## src/rtl/hmi_uart_rx.sv

```systemverilog
// 8N1 serial byte receiver feeding the HMI command unit; dout_rdy is a fixed-length level pulse.
// Defining HMI_RX_PARITY_EN switches the frame format to 8E1 (adds a PARITY state).
module hmi_uart_rx #(
    parameter int unsigned CLKS_PER_BIT = 434,
    parameter int unsigned RDY_HOLD     = 8
) (
    input  logic       clk,
    input  logic       res,
    input  logic       rxd,
    output logic [7:0] dout,
    output logic       dout_rdy,
    output logic       frame_err,
    output logic       rx_busy
);

    localparam int unsigned RDY_W     = $clog2(8 * CLKS_PER_BIT + 1);
    localparam logic [15:0] HALF_LOAD = 16'(CLKS_PER_BIT / 2 - 1);
    localparam logic [15:0] BIT_LOAD  = 16'(CLKS_PER_BIT - 1);
    localparam logic [RDY_W-1:0] RDY_LOAD = RDY_W'(RDY_HOLD);

    typedef enum logic [2:0] {
        S_IDLE,
        S_START,
        S_DATA,
`ifdef HMI_RX_PARITY_EN
        S_PARITY,
`endif
        S_STOP,
        S_WAIT_IDLE
    } state_t;

    state_t           state_q, state_d;
    logic             rxd_s1_q, rxd_s2_q, rxd_s3_q;
    logic [15:0]      timer_q, timer_d;
    logic [2:0]       bit_idx_q, bit_idx_d;
    logic [7:0]       shift_q, shift_d;
    logic [7:0]       dout_q, dout_d;
    logic [RDY_W-1:0] rdy_cnt_q, rdy_cnt_d;
    logic             frame_err_q, frame_err_d;
`ifdef HMI_RX_PARITY_EN
    logic             par_err_q, par_err_d;
`endif

    logic rxd_sync, rxd_fall, tick;

    assign rxd_sync = rxd_s2_q;
    assign rxd_fall = rxd_s3_q & ~rxd_s2_q;
    assign tick     = (timer_q == '0);

    // Timer stops at zero, so a sample point is the single cycle with tick set
    // inside a sampling state; every sample reloads the full bit period.
    always_comb begin
        state_d     = state_q;
        timer_d     = timer_q;
        bit_idx_d   = bit_idx_q;
        shift_d     = shift_q;
        dout_d      = dout_q;
        frame_err_d = 1'b0;
        rdy_cnt_d   = (rdy_cnt_q != '0) ? rdy_cnt_q - RDY_W'(1) : rdy_cnt_q;
`ifdef HMI_RX_PARITY_EN
        par_err_d   = par_err_q;
`endif
        if (state_q != S_IDLE && !tick) begin
            timer_d = timer_q - 16'd1;
        end

        case (state_q)
            S_IDLE: begin
                if (rxd_fall) begin
                    state_d = S_START;
                    timer_d = HALF_LOAD;
                end
            end
            S_START: begin
                if (tick) begin
                    if (!rxd_sync) begin
                        state_d   = S_DATA;
                        bit_idx_d = '0;
                        timer_d   = BIT_LOAD;
                    end else begin
                        state_d = S_IDLE;
                    end
                end
            end
            S_DATA: begin
                if (tick) begin
                    shift_d   = {rxd_sync, shift_q[7:1]};
                    timer_d   = BIT_LOAD;
                    bit_idx_d = bit_idx_q + 3'd1;
                    if (bit_idx_q == 3'd7) begin
`ifdef HMI_RX_PARITY_EN
                        state_d = S_PARITY;
`else
                        state_d = S_STOP;
`endif
                    end
                end
            end
`ifdef HMI_RX_PARITY_EN
            S_PARITY: begin
                if (tick) begin
                    par_err_d = (^shift_q) ^ rxd_sync;
                    timer_d   = BIT_LOAD;
                    state_d   = S_STOP;
                end
            end
`endif
            S_STOP: begin
                if (tick) begin
`ifdef HMI_RX_PARITY_EN
                    if (par_err_q) begin
                        frame_err_d = 1'b1;
                        state_d     = rxd_sync ? S_IDLE : S_WAIT_IDLE;
                    end else
`endif
                    if (rxd_sync) begin
                        dout_d    = shift_q;
                        rdy_cnt_d = RDY_LOAD;
                        state_d   = S_IDLE;
                    end else begin
                        frame_err_d = 1'b1;
                        state_d     = S_WAIT_IDLE;
                    end
                end
            end
            S_WAIT_IDLE: begin
                if (rxd_sync) begin
                    state_d = S_IDLE;
                end
            end
            default: state_d = S_IDLE;
        endcase
    end

    always_ff @(posedge clk or posedge res) begin
        if (res) begin
            rxd_s1_q    <= 1'b1;
            rxd_s2_q    <= 1'b1;
            rxd_s3_q    <= 1'b1;
            state_q     <= S_IDLE;
            timer_q     <= '0;
            bit_idx_q   <= '0;
            shift_q     <= '0;
            dout_q      <= '0;
            rdy_cnt_q   <= '0;
            frame_err_q <= 1'b0;
`ifdef HMI_RX_PARITY_EN
            par_err_q   <= 1'b0;
`endif
        end else begin
            rxd_s1_q    <= rxd;
            rxd_s2_q    <= rxd_s1_q;
            rxd_s3_q    <= rxd_s2_q;
            state_q     <= state_d;
            timer_q     <= timer_d;
            bit_idx_q   <= bit_idx_d;
            shift_q     <= shift_d;
            dout_q      <= dout_d;
            rdy_cnt_q   <= rdy_cnt_d;
            frame_err_q <= frame_err_d;
`ifdef HMI_RX_PARITY_EN
            par_err_q   <= par_err_d;
`endif
        end
    end

    assign dout      = dout_q;
    assign dout_rdy  = (rdy_cnt_q != '0);
    assign frame_err = frame_err_q;
    assign rx_busy   = (state_q != S_IDLE);

endmodule

```

## config.mk

```make
export PLATFORM = sky130hd
export DESIGN_NAME = hmi_uart_rx
export DESIGN_NICKNAME = d
export VERILOG_FILES = /design/src/rtl/hmi_uart_rx.sv
export SDC_FILE = /design/constraint.sdc
export NUM_CORES = 1
export LEC_CHECK = 0
export CORE_MARGIN = 2
export CORE_UTILIZATION = 50
export CTS_BUF_LIST = sky130_fd_sc_hd__clkbuf_4
export DETAILED_ROUTE_END_ITERATION = 6
export GPL_TIMING_DRIVEN = 0
export MAX_ROUTING_LAYER = met4
export PLACE_DENSITY = 0.81
export SLEW_MARGIN = 20
export SYNTH_ARGS = -nofsm -noshare
export SYNTH_HDL_FRONTEND = slang
export SYNTH_SLANG_ARGS = --single-unit
```

## constraint.sdc

```tcl
create_clock -name clk -period 2.3 [get_ports clk]
set_input_delay 0.345 -clock clk [delete_from_list [all_inputs] [get_ports clk]]
set_output_delay 0.345 -clock clk [all_outputs]
set_load 0.02 [all_outputs]
```

==> impl_metrics.ini <==
[outcome]
status = complete, no violations

[global_route]
grt_pass1_vias = 1687
grt_util_all_layers_pct = 18.1
grt_max_degree = 34
grt_pass1_wl_mm = 7.56
overflow = 0
antenna_found_initial = 0

[critical_path]
critPathMaxFanout = 10
cp_data_arrival_time_ns = 2.48
worstPathRequired_ns = 2.61
reg2regPathDepth = 8
crit_path_start_kind = flip-flop
worstSetupEndpointType = flip-flop
crit_type = reg2reg

[detailed_routing]
dr.pass1.iters = 4
drc = 0
route.detailed.wl_per_inst_um = 13.8
vias = 1773
routed_wl_mm = 4.50
via_per_inst = 5.46
first_iter_violations = 96
ant_nets = 0

[yosys]
synth_edf_count = 0
ys_seq_elements = 54
synth_area_mm2 = 0.00256
synthXorXnorAreaFrac_pct = 6.15
synth_compound_area_share_pct = 6.00
synth.area.top_cells = dfrtp_1, mux2_2, nor2_1
synth_top_family_by_area = simple AND/OR/NAND/NOR gates
synth_cell_type_count = 50
yosysWarnings = 0
synthFlopType = dfrtp_1
synth_top_cell_by_area = dfrtp_1
synthMuxAreaShare_pct = 8.69
synth-simple-area-share_pct = 21.6
synth.most_common_cell = dfrtp_1
synth_nets = 238
async_reset_ff_share_pct = 100
synthAdderAreaFrac_pct = 2.44
ys_seq_area_share_pct = 52.9
synthCells = 230
synth.top_cells.by_count = dfrtp_1, nor2_1, mux2_2, nand2_1, xor2_1
avgSynthCellArea_um2 = 11.1
synth_top_area_share_pct = 49.8

[placed_design]
gp_congestion = 0.822
port-buffer-count = 13
dp_cells = 314
dpl_cell_area_mm2 = 0.00280
hpwl_mm = 3.17

[die]
die_area_mm2 = 0.00572
die-height_um = 75.6
start_util_pct = 50.8
die_w_um = 75.6
core_mm2 = 0.00504
boundaryPins = 14
fp-row-count = 26

[timing]
worst_pin_slew_ns = 0.492
finalHoldViolations = 0
fin_setup_tns_ns = 0
slew_violations = 0
slew_headroom_pct = 67.0
rsz0062_at_grt = no
setup_viol = 0
min_period_over_period_pct = 94.6
finalCriticalPeriod_ns = 2.18
fin_hold_ws_ns = 0.252
fmax_mhz = 459
fin_skew_ns = 0.0238

[clock_tree]
insertion_delay_ns = 0.39
cts_root_buf = clkbuf_4
hold_buffers = 0
cts_sinks = 54
cts_tree = done
cts.path.max_buffers = 2
clkSlewWorstSetupHoldPaths_ns = 0.17
cts_made_buffers = 5
htreeDepth = 2

[power_and_ir_drop]
p_leak_nw = 1.32
totalPowerFinal_w = 0.00258
power.density_mw_per_mm2 = 886
ir_worst_vdd_mv = 0.559

[layout]
drive_gt1_share_pct = 21.2
n_antenna_cell = 0
fin_nets = 262
fin_area_mm2 = 0.00291
fin_cells = 325
areaGrowthSynthToFinish_pct = 13.7

[run]
cap_viol_max_count = 0

[min_path]
hold_path.class = in2async
per-layer routing:
layer | global-route usage [%] | share of wire [%] | routed length (um) | vias up
li1 | - | - | - | 865
met4 | 8.19 | 2.0 | 92 | 0
met3 | 4.50 | 2.9 | 129 | 9
met1 | 23.6 | 49 | 2180 | 871
met2 | 27.1 | 47 | 2090 | 28
met5 | - | 0 | 0 | -
where the power goes:
| group | switching, W | internal [W] |
|---|---|---|
| Sequential | 0.000260 | 0.00117 |
| Clock | 0.000304 | 0.000120 |
| Combinational | 0.000380 | 0.000350 |
| Total | 0.000944 | 0.00164 |
metrics by stage:
| stage | setup WS, ns | util (%) |
|---|---|---|
| global placement | -0.321 | 55.2 |
| detailed placement | -0.350 | 55.6 |
| CTS | 0.0344 | 57.5 |
| global route | 0.00952 | 57.8 |
| finish | 0.124 | 57.8 |
| floorplan | 0.0879 | - |
cell families (layout without fill, tap and decap cells):
group,Yosys count,count (layout)
and+or+nand+nor,98,98
muxes,20,20
xor gates and xnor gates,18,18
AOI/OAI and AO/OA,22,22
buffers and inverters,13,38
DFF,54,54
adders and majority gates,5,5
critical path, cell delays in order (launching register included):
cell	delay, ns
dfrtp_1	0.43
inv_1	0.09
ha_1	0.17
nor3b_4	0.23
and4_1	0.21
buf_4	0.17
nand2_2	0.11
or3_1	0.41
mux2_2	0.28
final timing paths:
kind / start / end / slack, ns
min: res / rdy_cnt_q[4] / 0.25
min reg2reg: rxd_s1_q / rxd_s2_q / 0.37
min in group clk: rxd / rxd_s1_q / 0.36
max: timer_q[0] / shift_q[6] / 0.12
max reg2reg: timer_q[0] / shift_q[6] / 0.12
max in group asynchronous: res / rxd_s1_q / 1.43
sequential cells by signal, summed over array words and instances (netlist names):
signal,count
bit_idx_q,3
dout,8
frame_err,1
rdy_cnt_q,12
rxd_s1_q,1
rxd_s2_q,1
rxd_s3_q,1
shift_q,8
state_q,3
timer_q,16
cell usage in the layout (no fill, tap or decap), drive strengths merged, types with 2 or more instances in the layout:
cell	synthesis	layout
and3	2	2
nor4	9	9
a21oi	2	2
o21ai	6	6
nand3	4	4
a21o	2	2
nor2	28	28
or3	6	6
ha	5	5
dfstp	3	3
nor3b	2	2
xor2	10	10
mux2	18	18
clkdlybuf4s50	0	11
or4	4	4
xnor2	8	8
nand2b	3	3
dlygate4sd2	0	2
nor3	11	11
a22o	2	2
nand4	5	5
nand2	17	17
dfrtp	51	51
inv	6	7
a211oi	2	2
or2	2	2
buf	3	8
mux2i	2	2
clkbuf	4	8
timing repair:
item / CTS / global route
gates cloned: 0 / 0
endpoints found under the setup margin: 37 / 17
pin swaps: 2 / 1
setup buffers: 3 / 0
hold endpoints to repair: 0 / 0
resized for setup: 4 / 6
area by class of cell:
cell class,count,area (um2)
Inverter,6,22.5
Multi-Input combinational cell,163,1170
Timing Repair Buffer,17,183
Clock buffer,5,37.5
Clock inverter,3,20.0
Fill cell,419,2130
Sequential cell,54,1360
Buffer,7,36.3
Tap cell,70,87.6
Power figures use the tool's default switching activity.
